===== config.mk =====
export PLATFORM = sky130hd
export DESIGN_NAME = rvga_imem_bridge_flat
export DESIGN_NICKNAME = d
export VERILOG_FILES = /design/src/rtl/rvga_imem_bridge_if.sv /design/src/rtl/rvga_imem_bridge.sv /design/src/flat_wrapper.sv
export SDC_FILE = /design/constraint.sdc
export NUM_CORES = 1
export LEC_CHECK = 0
export ABC_AREA = 1
export CORE_MARGIN = 4
export CORE_UTILIZATION = 51
export DETAILED_ROUTE_END_ITERATION = 7
export MAX_ROUTING_LAYER = met4
export PLACE_DENSITY = 0.92
export SYNTH_ARGS = -nofsm -noshare
export SYNTH_HDL_FRONTEND = slang
export SYNTH_SLANG_ARGS = --single-unit

===== constraint.sdc =====
create_clock -name clk_i -period 3.7 [get_ports clk_i]
set_input_delay 0.555 -clock clk_i [delete_from_list [all_inputs] [get_ports clk_i]]
set_output_delay 0.555 -clock clk_i [all_outputs]
set_load 0.05 [all_outputs]

===== src/rtl/rvga_imem_bridge_if.sv =====
// Memory-side valid/ready request bus and response channel for rvga_imem_bridge.
// master = bridge (issues requests), slave = instruction memory.
`timescale 1ns/1ps
interface rvga_imem_bridge_if #(
  parameter int unsigned WORD_W = 32
);
  logic              mem_req_v_o;
  logic              mem_req_ready_i;
  logic [WORD_W-1:0] mem_req_addr_o;
  logic              mem_resp_v_i;
  logic [WORD_W-1:0] mem_resp_data_i;

  modport master (
    output mem_req_v_o,
    output mem_req_addr_o,
    input  mem_req_ready_i,
    input  mem_resp_v_i,
    input  mem_resp_data_i
  );

  modport slave (
    input  mem_req_v_o,
    input  mem_req_addr_o,
    output mem_req_ready_i,
    output mem_resp_v_i,
    output mem_resp_data_i
  );
endinterface


===== src/rtl/rvga_imem_bridge.sv =====
// Fetch-address tracker turning core address changes into single valid/ready memory requests.
// Optional sequential prefetch buffer enabled by defining RVGA_IMEM_PREFETCH_EN.
`timescale 1ns/1ps
module rvga_imem_bridge #(
  parameter int unsigned WORD_W = 32
) (
  input  logic                clk_i,
  input  logic                rst_i,
  input  logic [WORD_W-1:0]   imem_addr_i,
  output logic [WORD_W-1:0]   imem_data_o,
  output logic                imem_resp_v_o,
  rvga_imem_bridge_if.master  mem
);

  localparam int unsigned TAG_W = WORD_W - 2;

`ifdef RVGA_IMEM_PREFETCH_EN
  typedef enum logic [2:0] {IDLE, REQ, WAIT, PF_REQ, PF_WAIT} state_t;
`else
  typedef enum logic [1:0] {IDLE, REQ, WAIT} state_t;
`endif

  state_t            state;
  logic              req_v;
  logic [TAG_W-1:0]  req_tag;
  logic              buf_v;
  logic [TAG_W-1:0]  buf_tag;
  logic [WORD_W-1:0] data_q;
  logic              resp_v;

  logic [TAG_W-1:0]  cur_tag;
  logic              fetch_needed;
  logic              unused_addr_bits;

  // Byte offset within the word never influences fetching.
  assign cur_tag          = imem_addr_i[WORD_W-1:2];
  assign unused_addr_bits = ^imem_addr_i[1:0];
  assign fetch_needed     = !buf_v || (cur_tag != buf_tag);

  assign mem.mem_req_v_o    = req_v;
  assign mem.mem_req_addr_o = {req_tag, 2'b00};
  assign imem_data_o        = data_q;
  assign imem_resp_v_o      = resp_v;

`ifdef RVGA_IMEM_PREFETCH_EN
  logic              pf_v;
  logic [TAG_W-1:0]  pf_tag;
  logic [WORD_W-1:0] pf_data;
  logic              pf_hit;
  logic              pf_keep;

  assign pf_hit  = pf_v && (cur_tag == pf_tag);
  // A prefetch is still worth keeping if the core sits on the buffered word or the prefetched one.
  assign pf_keep = (cur_tag == req_tag) || (buf_v && (cur_tag == buf_tag));
`endif

  always_ff @(posedge clk_i) begin
    if (!rst_i) begin
      state   <= IDLE;
      req_v   <= 1'b0;
      req_tag <= '0;
      buf_v   <= 1'b0;
      buf_tag <= '0;
      data_q  <= '0;
      resp_v  <= 1'b0;
`ifdef RVGA_IMEM_PREFETCH_EN
      pf_v    <= 1'b0;
      pf_tag  <= '0;
      pf_data <= '0;
`endif
    end else begin
      resp_v <= 1'b0;
      case (state)
        IDLE: begin
`ifdef RVGA_IMEM_PREFETCH_EN
          if (pf_hit) begin
            resp_v  <= 1'b1;
            data_q  <= pf_data;
            buf_tag <= pf_tag;
            buf_v   <= 1'b1;
            pf_v    <= 1'b0;
          end else if (fetch_needed) begin
            req_tag <= cur_tag;
            req_v   <= 1'b1;
            state   <= REQ;
          end else if (!pf_v) begin
            req_tag <= buf_tag + 1'b1;
            req_v   <= 1'b1;
            state   <= PF_REQ;
          end
`else
          if (fetch_needed) begin
            req_tag <= cur_tag;
            req_v   <= 1'b1;
            state   <= REQ;
          end
`endif
        end

        REQ: begin
          if (mem.mem_req_ready_i) begin
            req_v <= 1'b0;
            state <= WAIT;
          end
        end

        WAIT: begin
          if (mem.mem_resp_v_i) begin
            // A response for an address the core has left is dropped; IDLE re-requests.
            if (cur_tag == req_tag) begin
              data_q  <= mem.mem_resp_data_i;
              resp_v  <= 1'b1;
              buf_tag <= req_tag;
              buf_v   <= 1'b1;
`ifdef RVGA_IMEM_PREFETCH_EN
              pf_v    <= 1'b0;
`endif
            end
            state <= IDLE;
          end
        end

`ifdef RVGA_IMEM_PREFETCH_EN
        PF_REQ: begin
          if (mem.mem_req_ready_i) begin
            req_v <= 1'b0;
            state <= PF_WAIT;
          end
        end

        PF_WAIT: begin
          if (mem.mem_resp_v_i) begin
            if (pf_keep) begin
              pf_tag  <= req_tag;
              pf_data <= mem.mem_resp_data_i;
              pf_v    <= 1'b1;
            end else begin
              pf_v    <= 1'b0;
            end
            state <= IDLE;
          end
        end
`endif

        default: begin
          req_v <= 1'b0;
          state <= IDLE;
        end
      endcase
    end
  end

endmodule


===== src/flat_wrapper.sv =====
// flat-port wrapper written by rule: the top's interface ports become plain ports
module rvga_imem_bridge_flat 
#(
  parameter int unsigned WORD_W = 32
)
  (clk_i, rst_i, imem_addr_i, imem_data_o, imem_resp_v_o, mem_mem_req_v_o, mem_mem_req_addr_o, mem_mem_req_ready_i, mem_mem_resp_v_i, mem_mem_resp_data_i);
  rvga_imem_bridge_if #(.WORD_W(WORD_W)) mem_i ();
  input  logic clk_i;
  input  logic rst_i;
  input  logic [WORD_W-1:0] imem_addr_i;
  output logic [WORD_W-1:0] imem_data_o;
  output logic imem_resp_v_o;
  output wire logic [$bits(mem_i.mem_req_v_o)-1:0] mem_mem_req_v_o;
  output wire logic [$bits(mem_i.mem_req_addr_o)-1:0] mem_mem_req_addr_o;
  input wire logic [$bits(mem_i.mem_req_ready_i)-1:0] mem_mem_req_ready_i;
  input wire logic [$bits(mem_i.mem_resp_v_i)-1:0] mem_mem_resp_v_i;
  input wire logic [$bits(mem_i.mem_resp_data_i)-1:0] mem_mem_resp_data_i;
  assign mem_mem_req_v_o = mem_i.mem_req_v_o;
  assign mem_mem_req_addr_o = mem_i.mem_req_addr_o;
  assign mem_i.mem_req_ready_i = mem_mem_req_ready_i;
  assign mem_i.mem_resp_v_i = mem_mem_resp_v_i;
  assign mem_i.mem_resp_data_i = mem_mem_resp_data_i;
  rvga_imem_bridge #(.WORD_W(WORD_W)) u_core (.clk_i(clk_i), .rst_i(rst_i), .imem_addr_i(imem_addr_i), .imem_data_o(imem_data_o), .imem_resp_v_o(imem_resp_v_o), .mem(mem_i));
endmodule

==> results of run 1 <==
## flip-flops by register name, summed over array words and instances, names as in the netlist
| name | count |
|---|---|
| u_core.buf_tag | 30 |
| u_core.buf_v | 1 |
| u_core.imem_data_o | 32 |
| u_core.state | 2 |
| u_core.mem.mem_req_v_o | 1 |
| u_core.req_tag | 30 |
| u_core.imem_resp_v_o | 1 |
## power groups by stage
stage          clock network (mW)  registers (mW)  logic [mW]
4_1_cts                     0.711            1.13       0.576
6_report                    0.692            1.13       0.577
5_1_grt                     0.750            1.14       0.630
2_1_floorplan                   0            1.27       0.238
3_3_place_gp                    0            1.15       0.563
3_5_place_dp                    0            1.16       0.572
## synthesized netlist by cell type (all sizes together)
cell | count | area share
nor2 | 185 | 0.14
xor2 | 2 | 0.0033
nor3 | 4 | 0.0048
a21oi | 35 | 0.033
dfxtp | 97 | 0.37
xnor2 | 32 | 0.053
conb | 1 | 0.00072
o21ai | 3 | 0.0029
inv | 132 | 0.094
nand4 | 5 | 0.0060
buf | 29 | 0.041
clkbuf | 13 | 0.0093
o22ai | 1 | 0.0012
nand2 | 196 | 0.14
nand3 | 101 | 0.096
and2 | 1 | 0.0012
nor2b | 1 | 0.0012
## worst max-delay path, delay by kind of cell
kind	cells	cell delay (ns)
AND/OR/NAND/NOR	7	1.00
XOR/XNOR	1	0.35
buffers and inverters	2	0.74
## final timing paths
kind | depth (start not counted) | endpoint
setup / recovery | 10 | u_core.imem_data_o[2]
hold / removal | 2 | u_core.imem_data_o[31]
setup reg to reg | 9 | u_core.imem_data_o[2]
hold reg to reg | 2 | u_core.imem_data_o[31]
## cells by family after synthesis
group	after synthesis	share of synthesized area
AND/OR/NAND/NOR	493	0.390
buffers and inverters	174	0.145
flip-flops	97	0.370
AO/OA/AOI/OAI	39	0.0375
XOR/XNOR	34	0.0568
other	1	0.000715
## routing by layer
layer / up-vias / track usage / wire length (um)
li1: 2717 / - / -
met1: 2436 / 0.301 / 5860
met2: 196 / 0.400 / 6740
met3: 29 / 0.0458 / 997
met4: 0 / 0.0837 / 316
met5: - / - / 0
## cells in the final DEF (no fill, tap or decap)
master,synthesis,routed
sky130_fd_sc_hd__nor2_1,182,181
sky130_fd_sc_hd__nand2_2,2,3
sky130_fd_sc_hd__buf_2,10,1
sky130_fd_sc_hd__nor2b_1,1,1
sky130_fd_sc_hd__o21ai_0,3,3
sky130_fd_sc_hd__bufinv_16,0,1
sky130_fd_sc_hd__buf_4,3,4
sky130_fd_sc_hd__and2_1,1,1
sky130_fd_sc_hd__inv_2,1,1
sky130_fd_sc_hd__nand4_1,5,5
sky130_fd_sc_hd__clkdlybuf4s50_1,0,128
sky130_fd_sc_hd__clkinv_2,0,3
sky130_fd_sc_hd__clkbuf_8,0,9
sky130_fd_sc_hd__o22ai_1,1,1
sky130_fd_sc_hd__conb_1,1,2
sky130_fd_sc_hd__clkinv_4,0,1
sky130_fd_sc_hd__nor3_2,1,1
sky130_fd_sc_hd__inv_1,131,131
sky130_fd_sc_hd__nand3_1,101,101
sky130_fd_sc_hd__nand2_1,194,193
sky130_fd_sc_hd__nor3_1,3,3
sky130_fd_sc_hd__dfxtp_1,97,97
sky130_fd_sc_hd__buf_12,0,3
sky130_fd_sc_hd__xor2_1,2,2
sky130_fd_sc_hd__nor2_8,2,2
sky130_fd_sc_hd__xnor2_1,32,32
sky130_fd_sc_hd__nor2_4,0,2
sky130_fd_sc_hd__inv_6,0,1
sky130_fd_sc_hd__a21oi_1,35,35
sky130_fd_sc_hd__clkinvlp_4,0,1
## final cells by class
class	instances	area share
flip-flops and latches	97	0.288
clock buffers	9	0.0184
repair buffers	136	0.204
clock inverters	7	0.0104
multi-input cells	568	0.380
inverters	132	0.0736
well taps	133	0.0247
## through the flow
stage / hold slack, ns / setup WS (ns)
6_report: 0.477 / 1.29
3_3_place_gp: 0.449 / 1.01
5_1_grt: 0.506 / 1.10
4_1_cts: 0.476 / 1.35
2_1_floorplan: 0.436 / 1.90
3_5_place_dp: 0.459 / 0.970
==> impl_metrics.ini, run 1 <==
[final_layout]
final_design_area_no_fill_um2 = 6740
post_layout_nonfiller_instances = 1082
layout.core_utilization = 0.680
sequential_cell_area_um2 = 1940
layout-drive-gt1-share = 0.0348
multi_input_area_um2 = 2560
layout-area-overhead-vs-synth_pct = 28.4
fillCellCount = 880
layout.nets = 1012
diodes = 0

[timing]
maxSlewHeadroom = 0.343
max_freq_mhz = 415
period_share = 0.652
tns_ns = 0
setup_repair_after_global_routing_missed_its_margin = no
fin_worst_skew_ns = 0.0101
worst_pin_slew_ns = 0.983
setup_viol = 0
slew_viol_final = 0
period_minus_slack_ns = 2.41
final_hold_viol_count = 0

[yosys]
syn_area_um2 = 5240
synth_area_per_cell_um2 = 6.26
netlist-cell-type-count = 25
synth_warnings = 0
number_of_register_bits_inferred_by_synthesis = 97
synthCells = 838
seq_area_frac_synth = 0.370

[floorplanning]
i_o_pin_cnt = 134
die-area_um2 = 12000
fp-row-count = 36
initial_core_utilization = 0.529
die_extent_in_y_um = 109
design.core.area_um2 = 9910
die-width_um = 109

[job]
max_cap_violations = 0

[critical_path]
crit_chain = clkdlybuf4s50_1, xnor2_1, nand2_1, nor2_1, nand2_1, nor2_8, buf_12, nand3_1, nand2_1, nor2_1
path_class = input port to flip-flop
rrSetupSlack_ns = 1.60
critical_path.slowest_cell = sky130_fd_sc_hd__clkdlybuf4s50_1
critPathRequiredTime_ns = 3.96
timing.critical_path.mode_cell = sky130_fd_sc_hd__nand2_1
path_max_fanout = 37
critical_path.max_stage_delay_ns = 0.48
reg2reg_from = u_core.req_tag[14]
data_arrival_time_of_the_critical_path_ns = 2.68
worst_setup_path_end_kind = flip-flop
cp-start-kind = input port
crit_path_start = imem_addr_i[16]

[drt]
viasPerCell = 4.97
drt-wirelength-per-cell_um = 12.9
firstDrtPassIters = 5
route.detailed.drc = 0
num_vias = 5378
first_iter_violations = 454
final_antenna_net_count = 0
routed_wirelength_um = 13900

[clock_network]
clk_pin_slew_worst_paths_ns = 0.09
h-tree-depth = 3
clock-sinks = 97
post-cts-setup-buffer-count = 0
cts_hold_repair.buffers = 0
insertion_delay_to_the_later_sink_of_the_worst_skew_pair_ns = 0.37
clk_path_buf_depth = 2
cts_inserted_buffers = 9
post_cts.resized_instances = 0
cts_root_buffer = sky130_fd_sc_hd__clkbuf_8
cts_tree = yes

[power]
p_seq_frac = 0.472
total_power_mw = 2.40
p_switching_mw = 0.777
leakage_nw = 3.08
power_frac_clock = 0.288
internal_power_mw = 1.63
switching_share = 0.323
ir_worst_vdd_uv = 237
power.share.combinational = 0.240
power_density_nw_per_um2 = 357

[placed_design]
hpwlAfterDp_um = 9890
dp_cells = 1066
post_place_instance_area_um2 = 6540
io_buffers = 129
globalplace.congestion = 0.937

[global_route]
overflow = 0
grt_pass1_vias = 4979
grt_max_degree = 49
gr-usage-all-layers = 0.243
antenna_found_initial = 0
grt_first_pass_wirelength_um = 22900

[run_status]
status = complete, no violations

[worst_hold_path]
hold_class = flip-flop to flip-flop
source_of_the_worst_hold_timing_path = u_core.imem_data_o[31]
No activity file was read; power rests on OpenSTA's default activity.
==> run 2: changes to the inputs <==
- CORE_UTILIZATION: 51 -> 45
- PLACE_DENSITY: 0.92 -> 0.86
- clock period: 3.7 -> 2 ns (I/O delays scaled with it)
==> impl_metrics.ini, run 2 (synthesis gave the netlist of run 1 again) <==
[run_status]
status = complete, no violations

[timing]
fin_worst_skew_ns = 0.00670
worst_pin_slew_ns = 0.541
final_hold_viol_count = 0
setup_repair_after_global_routing_missed_its_margin = yes
slew_viol_final = 0
max_freq_mhz = 524
period_share = 0.954
period_minus_slack_ns = 1.91
maxSlewHeadroom = 0.638
finalWorstSetupSlack_ns = 0.0926
setup_viol = 0
tns_ns = 0

[floorplanning]
die_extent_in_y_um = 116
die-width_um = 116
design.core.area_um2 = 11400
i_o_pin_cnt = 134
die-area_um2 = 13400
fp-row-count = 39
initial_core_utilization = 0.459

[placed_design]
dp_cells = 1101
post_place_instance_area_um2 = 6790
io_buffers = 129
pre_cts_ws_ns = -0.132
hpwlAfterDp_um = 10100
globalplace.congestion = 0.933

[critical_path]
critical_path.slowest_cell = sky130_fd_sc_hd__clkdlybuf4s50_1
cp-start-kind = flip-flop
buffers_and_inverters_on_the_worst_path = 1
data_arrival_time_of_the_critical_path_ns = 1.61
path_class = flip-flop to output port
critPathRequiredTime_ns = 1.70
path_max_fanout = 4
crit_chain = clkdlybuf4s50_1
worst_path_dominant_cell_family = buffers and inverters
critical_path.max_stage_delay_ns = 0.84
worst_setup_path_end_kind = output port

[drt]
drt-wirelength-per-cell_um = 13.2
final_antenna_net_count = 0
first_iter_violations = 367
routed_wirelength_um = 14800
route.detailed.drc = 0
firstDrtPassIters = 5
viasPerCell = 4.87
num_vias = 5444

[clock_network]
cts_root_buffer = sky130_fd_sc_hd__clkbuf_16
cts_inserted_buffers = 9
clk_pin_slew_worst_paths_ns = 0.07
insertion_delay_to_the_later_sink_of_the_worst_skew_pair_ns = 0.34
post_cts.resized_instances = 0
h-tree-depth = 3
cts_tree = yes
post-cts-setup-buffer-count = 0
cts_hold_repair.buffers = 0
clock-sinks = 97
clk_path_buf_depth = 2

[final_layout]
layout-drive-gt1-share = 0.0615
post_layout_nonfiller_instances = 1118
diodes = 0
layout-area-overhead-vs-synth_pct = 36.5
fillCellCount = 995
layout.nets = 1038
final_design_area_no_fill_um2 = 7160
mostFrequentLayoutCells = sky130_fd_sc_hd__nand2_1 (193), sky130_fd_sc_hd__nor2_1 (181), sky130_fd_sc_hd__inv_1 (131)
layout.cells.most_common = sky130_fd_sc_hd__nand2_1
largest_register_ff_count = 32

[global_route]
gr-usage-all-layers = 0.222
antenna_found_initial = 0
globalRouteMet3Util = 0.0334
overflow = 0
gr-usage-met2 = 0.354
grt.busiest_layer = met2
grt_pass1_vias = 4973
grtUsageMet1 = 0.287
grt_first_pass_wirelength_um = 23500
grt_max_degree = 62

[job]
max_cap_violations = 0

[power]
power_density_nw_per_um2 = 730
ir_worst_vdd_uv = 437
leakage_nw = 3.29

[worst_hold_path]
hold_class = input port to flip-flop
run 2: cell types whose count changed in the layout (fill, tap and decap cells not counted), moves of 2 or more:
cell,change
sky130_fd_sc_hd__buf_12,+4
sky130_fd_sc_hd__buf_4,+23
sky130_fd_sc_hd__bufinv_16,+2
sky130_fd_sc_hd__clkbuf_16,+10
sky130_fd_sc_hd__clkbuf_8,-8
sky130_fd_sc_hd__clkdlybuf4s50_1,-2
sky130_fd_sc_hd__clkinv_2,-2
run 2: path summary, 6_finish.rpt:
check | startpoint | end | depth (start not counted) | slack [ns]
max | u_core.req_tag[18] | mem_mem_req_addr_o[20] | 1 | 0.09
min | rst_i | u_core.req_tag[7] | 3 | 0.28
max reg2reg | u_core.state[1] | u_core.buf_tag[28] | 10 | 0.21
min reg2reg | u_core.imem_data_o[6] | u_core.imem_data_o[6] | 2 | 0.47
run 2: power breakdown:
part | internal (mW) | switching (mW) | total, mW
Clock | 1.26 | 0.747 | 2.00
Combinational | 0.469 | 0.658 | 1.13
Sequential | 2.00 | 0.0917 | 2.10
run 2: per-stage QoR:
step	util	total power [mW]	hold WS, ns
finish	0.627	5.22	0.280
global route	0.627	5.44	0.298
CTS	0.625	5.25	0.276
detailed placement	0.594	3.25	0.456
global placement	0.594	3.24	0.448
floorplan	-	2.80	0.436
run 2: per-layer routing:
layer,vias to the layer above,share of wire
li1,2775,-
met1,2443,0.42
met2,200,0.48
met3,26,0.070
met4,0,0.023
met5,-,0
run 2: area by class of cell:
class | instances | area (um2) | area share
clock inverters | 5 | 103 | 0.0143
inverters | 132 | 495 | 0.0692
repair buffers | 162 | 1630 | 0.228
well taps | 143 | 179 | 0.0250
flip-flops and latches | 97 | 1940 | 0.271
multi-input cells | 568 | 2560 | 0.358
clock buffers | 11 | 243 | 0.0339
